**config.mk**
```make
export PLATFORM = sky130hd
export DESIGN_NAME = matrix2scan
export DESIGN_NICKNAME = d
export VERILOG_FILES = /design/src/rtl/matrix2scan_pkg.sv /design/src/rtl/mrom2scan.sv /design/src/rtl/matrix2scan.sv
export SDC_FILE = /design/constraint.sdc
export NUM_CORES = 1
export LEC_CHECK = 0
export CAP_MARGIN = 40
export CELL_PAD_IN_SITES_DETAIL_PLACEMENT = 1
export CELL_PAD_IN_SITES_GLOBAL_PLACEMENT = 2
export CORE_UTILIZATION = 36
export DETAILED_ROUTE_END_ITERATION = 16
export MAX_ROUTING_LAYER = met4
export PLACE_DENSITY_LB_ADDON = 0.15
export SLEW_MARGIN = 20
export SYNTH_ARGS = -nofsm -noshare
export SYNTH_HDL_FRONTEND = slang
export SYNTH_HIERARCHICAL = 1
export SYNTH_SLANG_ARGS = --single-unit
```
**constraint.sdc**
```tcl
create_clock -name c -period 8.55 [get_ports c]
set_clock_uncertainty 0.05 [all_clocks]
set_input_delay 0.855 -clock c [delete_from_list [all_inputs] [get_ports c]]
set_output_delay 0.855 -clock c [all_outputs]
set_load 0.01 [all_outputs]
```
**src/rtl/matrix2scan_pkg.sv**
```systemverilog
// Shared keyboard definitions: scanner states, special scancodes, slot geometry.
package matrix2scan_pkg;

  localparam int unsigned SLOTS   = 66;
  localparam int unsigned IDX_W   = 7;
  localparam int unsigned SC_W    = 8;
  localparam int unsigned MATRIX_W = 64;

  localparam logic [SC_W-1:0] SC_F0       = 8'hF0;
  localparam logic [SC_W-1:0] SC_UNMAPPED = 8'hFF;

  typedef enum logic [1:0] {
    SCAN      = 2'd0,
    EMIT_BRK  = 2'd1,
    EMIT_CODE = 2'd2
  } state_t;

endpackage

```
**src/rtl/mrom2scan.sv**
```systemverilog
// Slot-to-PS/2 set-2 scancode lookup (combinational).
// Ports: slot  - 7-bit slot index (0..63 matrix row*8+col, 64 SS, 65 US)
//        code_c - scancode, SC_UNMAPPED when the slot has no key assigned
module mrom2scan
  import matrix2scan_pkg::*;
(
  input  logic [IDX_W-1:0] slot,
  output logic [SC_W-1:0]  code_c
);

  // Key identifier as row in [6:4], col in [2:0], bit 3 unused.
  logic [6:0] key;
  assign key = {slot[5:3], 1'b0, slot[2:0]};

  always_comb begin
    code_c = SC_UNMAPPED;
    if (slot == IDX_W'(64)) begin
      code_c = 8'h12;
    end else if (slot == IDX_W'(65)) begin
      code_c = 8'h14;
    end else if (slot < IDX_W'(64)) begin
      case (key)
        7'h02:   code_c = 8'h5A;
        7'h12:   code_c = 8'h76;
        7'h41:   code_c = 8'h1C;
        7'h61:   code_c = 8'h15;
        7'h04:   code_c = 8'h6B;
        7'h20:   code_c = 8'h45;
        default: code_c = SC_UNMAPPED;
      endcase
    end
  end

endmodule

```
**src/rtl/matrix2scan.sv**
```systemverilog
// Converts Vector-06C key matrix state changes into PS/2 set-2 make/break bytes.
// Ports: c          - clock
//        reset_n    - synchronous active-low reset
//        matrix     - 64 key states, bit row*8+col, 1 = pressed
//        mod_ss     - SS modifier state
//        mod_us     - US modifier state
//        q_scancode - byte being offered
//        q_valid    - q_scancode is valid
//        q_ready    - consumer accepts byte when valid and ready
//        busy       - scanner is emitting (not in SCAN)
module matrix2scan
  import matrix2scan_pkg::*;
(
  input  logic                c,
  input  logic                reset_n,
  input  logic [MATRIX_W-1:0] matrix,
  input  logic                mod_ss,
  input  logic                mod_us,
  output logic [SC_W-1:0]     q_scancode,
  output logic                q_valid,
  input  logic                q_ready,
  output logic                busy
);

  state_t            state, state_n;
  logic [IDX_W-1:0]  idx, idx_n, idx_inc;
  logic [SLOTS-1:0]  shadow, shadow_n;
  logic [SLOTS-1:0]  live_c;
  logic              lat_bit, lat_bit_n;
  logic [SC_W-1:0]   lat_code, lat_code_n;
  logic [SC_W-1:0]   q_scancode_n;
  logic              q_valid_n;
  logic              busy_n;
  logic [SC_W-1:0]   rom_code_c;

  assign live_c  = {mod_us, mod_ss, matrix};
  assign idx_inc = (idx == IDX_W'(SLOTS - 1)) ? '0 : idx + IDX_W'(1);

  mrom2scan u_rom (
    .slot   (idx),
    .code_c (rom_code_c)
  );

  // Next-state and output logic.
  always_comb begin
    state_n      = state;
    idx_n        = idx;
    shadow_n     = shadow;
    lat_bit_n    = lat_bit;
    lat_code_n   = lat_code;
    q_valid_n    = q_valid;
    q_scancode_n = q_scancode;
    case (state)
      SCAN: begin
        if (live_c[idx] != shadow[idx]) begin
          if (rom_code_c == SC_UNMAPPED) begin
            // No key assigned: absorb the change silently.
            shadow_n[idx] = live_c[idx];
            idx_n         = idx_inc;
          end else begin
            // Hold idx so the shadow write on completion hits the same slot.
            lat_bit_n    = live_c[idx];
            lat_code_n   = rom_code_c;
            q_valid_n    = 1'b1;
            q_scancode_n = live_c[idx] ? rom_code_c : SC_F0;
            state_n      = live_c[idx] ? EMIT_CODE : EMIT_BRK;
          end
        end else begin
          idx_n = idx_inc;
        end
      end
      EMIT_BRK: begin
        if (q_valid && q_ready) begin
          q_scancode_n = lat_code;
          state_n      = EMIT_CODE;
        end
      end
      EMIT_CODE: begin
        if (q_valid && q_ready) begin
          shadow_n[idx] = lat_bit;
          idx_n         = idx_inc;
          q_valid_n     = 1'b0;
          state_n       = SCAN;
        end
      end
      default: begin
        state_n   = SCAN;
        q_valid_n = 1'b0;
      end
    endcase
    busy_n = (state_n != SCAN);
  end

  // State and registered outputs.
  always_ff @(posedge c) begin
    if (!reset_n) begin
      state      <= SCAN;
      idx        <= '0;
      shadow     <= '0;
      lat_bit    <= 1'b0;
      lat_code   <= '0;
      q_valid    <= 1'b0;
      q_scancode <= 8'h00;
      busy       <= 1'b0;
    end else begin
      state      <= state_n;
      idx        <= idx_n;
      shadow     <= shadow_n;
      lat_bit    <= lat_bit_n;
      lat_code   <= lat_code_n;
      q_valid    <= q_valid_n;
      q_scancode <= q_scancode_n;
      busy       <= busy_n;
    end
  end

endmodule

```
==> results of run 1 <==
kinds of logic after synthesis:
| group | after synthesis |
|---|---|
| compound gates | 205 |
| xor+xnor | 4 |
| fa+ha+maj | 2 |
| buf+inv | 76 |
| flops | 94 |
| mux | 62 |
| simple gates | 297 |
cell usage after synthesis, types with 6 or more instances:
cell type,count,area share
a21oi_1,20,0.017
a22oi_1,7,0.0088
and2_1,56,0.059
buf_1,7,0.0044
buf_2,16,0.013
clkbuf_1,37,0.023
dfxtp_1,94,0.32
inv_1,6,0.0038
mux2_2,9,0.017
mux2i_1,36,0.060
mux4_2,17,0.064
nand2_1,125,0.079
nand3_1,13,0.011
nor2_1,29,0.018
nor2b_1,9,0.0094
nor3_1,10,0.0084
nor4_1,19,0.020
o21ai_0,56,0.047
o21ai_1,12,0.010
o22ai_1,19,0.020
o31ai_1,50,0.063
or3_1,7,0.0073
final cells by class:
cell class | instances | area [um2]
Multi-Input combinational cell | 570 | 3747
Tap cell | 216 | 270.3
Clock inverter | 5 | 56.30
Clock buffer | 11 | 242.7
Fill cell | 1902 | 8940
Timing Repair Buffer | 90 | 883.3
Inverter | 8 | 30.03
Sequential cell | 94 | 1886
Antenna cell | 1 | 2.502
routing by layer:
metal	up-vias	GRT usage	part of all wire
li1	2768	-	-
met1	2954	0.3306	0.45
met2	108	0.4413	0.49
met3	27	0.03094	0.036
met4	0	0.07978	0.022
met5	-	-	0
flip-flops by register name, indices dropped and copies added, names as in the netlist:
| register | flops |
|---|---|
| busy | 1 |
| idx | 7 |
| lat_bit | 1 |
| lat_code | 8 |
| q_scancode | 8 |
| q_valid | 1 |
| shadow | 66 |
| state | 2 |
stage by stage:
| stage | instances | utilization | setup slack [ps] | cell area (um2) |
|---|---|---|---|---|
| finish | 995 | 0.4433 | 3830 | 7118 |
| global route | 994 | 0.4431 | 3636 | 7116 |
| CTS | 993 | 0.4414 | 3917 | 7088 |
| detailed placement | 977 | 0.4228 | 3908 | 6789 |
| global placement | 975 | 0.4220 | 3994 | 6777 |
| floorplan | 740 | - | 5010 | 5968 |
worst min-delay path, cell delays in order (launching register included):
cell     delay (ps)
dfxtp_1         310
nand2_1          50
o22ai_1          50
power by group through the flow:
stage | clock (uW) | combinational, uW | sequential (uW)
final | 422 | 835 | 521
after detailed placement | 0 | 822 | 531
after global placement | 0 | 803 | 528
after floorplan | 0 | 614 | 512
after CTS | 430 | 823 | 521
after global routing | 450 | 903 | 526
how the worst max path moves through the flow:
stage          startpoint          to  slack, ps  depth (start not counted)
5_1_grt            idx[2]  shadow[40]       3640                         11
6_report           idx[2]  shadow[40]       3830                         11
4_1_cts            idx[2]  shadow[64]       3920                         11
3_3_place_gp       idx[2]   shadow[8]       3990                         11
2_1_floorplan  matrix[31]      idx[3]       5010                         10
3_5_place_dp       idx[2]   shadow[8]       3910                         11
cell usage in the layout (no fill, tap or decap), drive strengths merged, types with 3 or more instances in the layout:
| master | n |
|---|---|
| a221oi | 4 |
| clkdlybuf4s50 | 77 |
| o21bai | 3 |
| nor4 | 20 |
| o31ai | 50 |
| o21ai | 69 |
| a22o | 4 |
| clkinv | 4 |
| a22oi | 8 |
| nand2b | 5 |
| mux2i | 36 |
| nor2 | 29 |
| a21oi | 20 |
| mux2 | 9 |
| mux4 | 17 |
| a31oi | 5 |
| or3 | 7 |
| nor3 | 11 |
| nand2 | 125 |
| and3 | 3 |
| and2 | 57 |
| o221ai | 4 |
| o22ai | 19 |
| dfxtp | 94 |
| clkbuf | 11 |
| buf | 13 |
| nand3 | 13 |
| or4 | 3 |
| nor3b | 5 |
| nor2b | 9 |
| inv | 7 |
==> metrics.md, run 1 <==
| Metric | Value |
|---|---|
| Status | `finished, final reports clean` |
| Grt total ovfl | `0` |
| Port Buffers | `78` |
| Cell chain of the critical path | `buf_4, nor2b_1, a221oi_1, a31oi_1, o311ai_0, o311ai_1, a211o_1, a211o_1, buf_4, or4_1, o22ai_1` |
| Post-CTS Setup Inserts | `0` |
| Comb pwr share | `0.470` |
| CTS tree | `done` |
| Skew-Pair Late Insertion Delay | `360 ps` |
| Hold Slack | `410.6 ps` |
| Unrepaired setup endpoints after global routing | `no` |
| Fraction of layout cells with a size suffix above 1 | `0.08483` |
| Core area | `0.01606 mm2` |
| GP Congestion | `0.7930` |
| Maximum vdd drop | `0.0002275 V` |
| Reg2Reg Capture Point | `shadow[40]` |
| Synth Area in XOR/XNOR | `0.005870` |
| Arrival time at the worst endpoint | `4950 ps` |
| Maximum capacitance violations | `0` |
| RR Startpoint | `idx[2]` |
| Worst setup EP type | `register` |
| Hpwl dp | `14.31 mm` |
| # nets final | `844` |
| Synthesized area per cell | `8.065 um2` |
| Largest net degree at the start of global routing | `85` |
| Htree depth | `3` |
| Hold Vio Cnt, Final | `0` |
| Reg clk slew, reported paths | `70 ps` |
| Reg power frac | `0.293` |
| DR vias/cell | `5.886` |
| Power per cell area | `249.7 mW/mm2` |
| Synthesized instance count | `740` |
| Slowest cell delay on critical path | `830 ps` |
| Hold path depth | `2` |
| Predominant post-synthesis flop cell | `dfxtp_1` |
| Post-Synthesis Cell Area | `0.005968 mm2` |
| Post-synthesis sequential area ratio | `0.3153` |
| CP startpoint kind | `register` |
| Crit share post-route | `0.5520` |
| Post-Synth Simple-Gate Area | `0.2514` |
| Area Overhead vs Synth | `19.27%` |
| Max-slew headroom | `0.4183` |
| Synth Area in Adders | `0.004193` |
| Vias in the first global route | `5,969` |
| Chip width | `130.8 um` |
| Tot Pwr | `1777 uW` |
| Initial DRC Count | `318` |
| Antenna Nets Post-Route | `0` |
| Cts repair resizes | `0` |
| Drt wl/cell | `20.92 um` |
| Hold Path Class | `reg2reg` |
| Main combinational cell family by area after synthesis | `simple AND/OR/NAND/NOR gates` |
| Slew of the pin with the lowest slew margin | `865.9 ps` |
| Initial antenna violation count | `0` |
| Int Pwr | `1000 uW` |
| CTS Hold Bufs | `0` |
| Unique masters post-synth | `67` |
| Post-synthesis compound-gate area fraction | `0.2231` |
| Starting Density | `0.3717` |
| Max-slew violations | `0` |
| CTS sink cnt | `94` |
| CP bufs+invs | `2` |
| GRT Resource Usage Total | `0.2630` |
| Crit path required time | `8780 ps` |
| Worst path slowest cell | `dfxtp_2` |
| CP max FO | `37` |
| R2R depth | `11` |
| Via count | `5,857` |
| Critical path class | `reg2reg` |
| Post-synthesis mux area share | `0.1415` |
| CTS buffer count | `9` |
| Total Wirelength | `20.82 mm` |
| Async set or reset register ratio after synthesis | `0` |
| FF+latch count, synth | `94` |
| Yosys warns | `6` |
| Final Critical Period | `4720 ps` |
| Post-synthesis net count | `811` |
| Setup TNS | `0 ps` |
| Root Driver | `clkbuf_16` |
| Clock power frac | `0.237` |
| Net Switching | `777.3 uW` |
| Fmax | `211.9 MHz` |
| # rows | `46` |
| Top-Level Pins | `79` |
| Hold worst-path end | `shadow[23]` |
| Sw Ratio | `0.4373` |
| DR pass1 iterations | `5` |
| CTS max path bufs | `2` |
| First-pass GRT wire length | `33.15 mm` |
| Min-delay src | `shadow[23]` |
| # setup viols final | `0` |
| Delay-heaviest family, CP | `compound AO/OA/AOI/OAI gates` |
| DRC viols | `0` |
| Vert. Die Dim | `130.8 um` |
| DIE AREA | `0.01710 mm2` |
| Lkg Pwr | `0.002419 uW` |
| Number of synthesized flops with an enable pin | `0` |
| Reg-to-reg slack, setup | `3830 ps` |
Power figures use the tool's default switching activity.
==> inputs of run 2 (changes only) <==
Settings changed: CORE_UTILIZATION 36 to 33.
Clock period 8.55 ns to 4.9 ns, I/O delays scaled along.
==> metrics.md, run 2 (synthesis gave the netlist of run 1 again) <==
| Metric | Value |
|---|---|
| Top flop regs | `shadow: 66 flops, lat_code: 8 flops, q_scancode: 8 flops` |
| CTS tree | `done` |
| Most flop-heavy register | `shadow` |
| Final Critical Period | `4300 ps` |
| Vert. Die Dim | `136.5 um` |
| Arrival time at the worst endpoint | `4530 ps` |
| Vias in the first global route | `6,010` |
| DR pass1 iterations | `7` |
| Hold worst-path end | `q_scancode[1]` |
| Comb pwr share | `0.463` |
| Fraction of layout cells with a size suffix above 1 | `0.1068` |
| Sw Ratio | `0.4405` |
| CTS sink cnt | `94` |
| Max FFs per register | `66` |
| Grt total ovfl | `0` |
| CP startpoint kind | `register` |
| GRT Resource Usage Total | `0.2474` |
| Unrepaired setup endpoints after global routing | `no` |
| Maximum capacitance violations | `0` |
| CP max FO | `27` |
| Reg-to-reg slack, setup | `600 ps` |
| CTS max path bufs | `2` |
| # setup viols final | `0` |
| Crit path required time | `5130 ps` |
| RR Startpoint | `idx[0]` |
| Chip width | `136.5 um` |
| Largest net degree at the start of global routing | `84` |
| Power per cell area | `437.0 mW/mm2` |
| Core area | `0.01748 mm2` |
| Cell total after placement | `1,005` |
| Max-slew violations | `0` |
| Most frequent cells in the layout | `125 x nand2_1, 91 x dfxtp_1, 77 x clkdlybuf4s50_1` |
| Total Wirelength | `21.86 mm` |
| DRC viols | `0` |
| N_diodes | `0` |
| Max-slew headroom | `0.4741` |
| Post-CTS Setup Inserts | `0` |
| Area Overhead vs Synth | `21.80%` |
| Hpwl dp | `15.58 mm` |
| Hold Vio Cnt, Final | `0` |
| Htree depth | `3` |
| Maximum vdd drop | `0.0002702 V` |
| Fin util | `0.4160` |
| Worst setup EP type | `register` |
| Fmax | `232.6 MHz` |
| Area of all placed cells without fillers | `0.007269 mm2` |
| Min-delay src | `q_scancode[1]` |
| Hold path depth | `2` |
| Starting Density | `0.3415` |
| Reg clk slew, reported paths | `80 ps` |
| Initial antenna violation count | `1` |
| Root Driver | `clkbuf_16` |
| Drt wl/cell | `21.41 um` |
| First-pass GRT wire length | `33.91 mm` |
| Slew of the pin with the lowest slew margin | `788.9 ps` |
| Top-Level Pins | `79` |
| Skew-Pair Late Insertion Delay | `360 ps` |
| Commonest non-fill, non-tap cell in the layout | `nand2_1` |
| CTS Hold Bufs | `0` |
| Port Buffers | `78` |
| Int Pwr | `1778 uW` |
| DR vias/cell | `5.816` |
| Reg2Reg Capture Point | `shadow[48]` |
| Initial DRC Count | `335` |
| Critical path class | `reg2reg` |
| Status | `finished, final reports clean` |
| Area post-placement | `0.006960 mm2` |
| Antenna Nets Post-Route | `0` |
| Cts repair resizes | `0` |
| DIE AREA | `0.01863 mm2` |
| # rows | `48` |
| Final non-filler cell total | `1,021` |
| CTS buffer count | `9` |
| Via count | `5,938` |
| GP Congestion | `0.8395` |
| Net Switching | `1399 uW` |
| Clock power frac | `0.240` |
| R2R depth | `9` |
| Lkg Pwr | `0.002521 uW` |
| Hold Path Class | `reg2reg` |
| Reg power frac | `0.298` |
| Crit share post-route | `0.8776` |
| # nets final | `862` |
| Setup TNS | `0 ps` |
run 2: cell count changes in the layout (fill, tap and decap cells not counted), moves of 2 or more:
| cell | before | now |
|---|---|---|
| buf_2 | 2 | 5 |
| inv_6 | 1 | 3 |
| buf_12 | 0 | 2 |
| buf_4 | 10 | 24 |
| inv_8 | 0 | 2 |
run 2: per-stage QoR:
stage | power, uW | setup WS (ps) | hold slack [ps]
6_report | 3177 | 600.0 | 413.4
5_1_grt | 3359 | 338.1 | 442.2
4_1_cts | 3202 | 629.3 | 423.2
3_5_place_dp | 2433 | 653.9 | 412.0
3_3_place_gp | 2394 | 691.4 | 393.7
2_1_floorplan | 1964 | 1578 | 381.9
run 2: worst max-delay path, stage by stage, from the launching register on:
cell       delay, ps
dfxtp_2          820
buf_4            320
buf_4            170
o22ai_1           90
a2111oi_0        560
o311ai_1         300
a211o_1          330
a211o_1          530
or4_1            760
o22ai_1          270
run 2: layout make-up:
cell class                 instances  area [um2]
tap                              225       281.5
clock buffer                       9       225.2
multi-input combinational        570        3747
timing repair buffer             108        1016
clock inverter                     7       83.83
sequential                        94        1886
inverter                           8       30.03
fill                            2077       10210
run 2: routing by layer:
layer	vias up	part of all wire	GRT usage
met5	-	0	-
met4	0	0.022	0.08889
met3	36	0.035	0.03318
met2	129	0.48	0.3917
met1	2969	0.46	0.3204
li1	2804	-	-
run 2: how the worst max path moves through the flow:
| stage | end | cells past startpoint | startpoint | slack (ps) |
|---|---|---|---|---|
| after detailed placement | idx[6] | 10 | idx[0] | 650 |
| final | shadow[48] | 9 | idx[0] | 600 |
| after CTS | idx[6] | 10 | idx[0] | 630 |
| after global routing | idx[6] | 10 | idx[0] | 340 |
| after floorplan | shadow[40] | 11 | idx[0] | 1580 |
| after global placement | shadow[40] | 9 | idx[0] | 690 |
run 2: power by group through the flow:
stage	registers, uW	logic [uW]	clock network [uW]
after global placement	958	1440	0
after floorplan	893	1070	0
after CTS	946	1480	781
after global routing	959	1590	809
after detailed placement	963	1470	0
final	945	1470	761
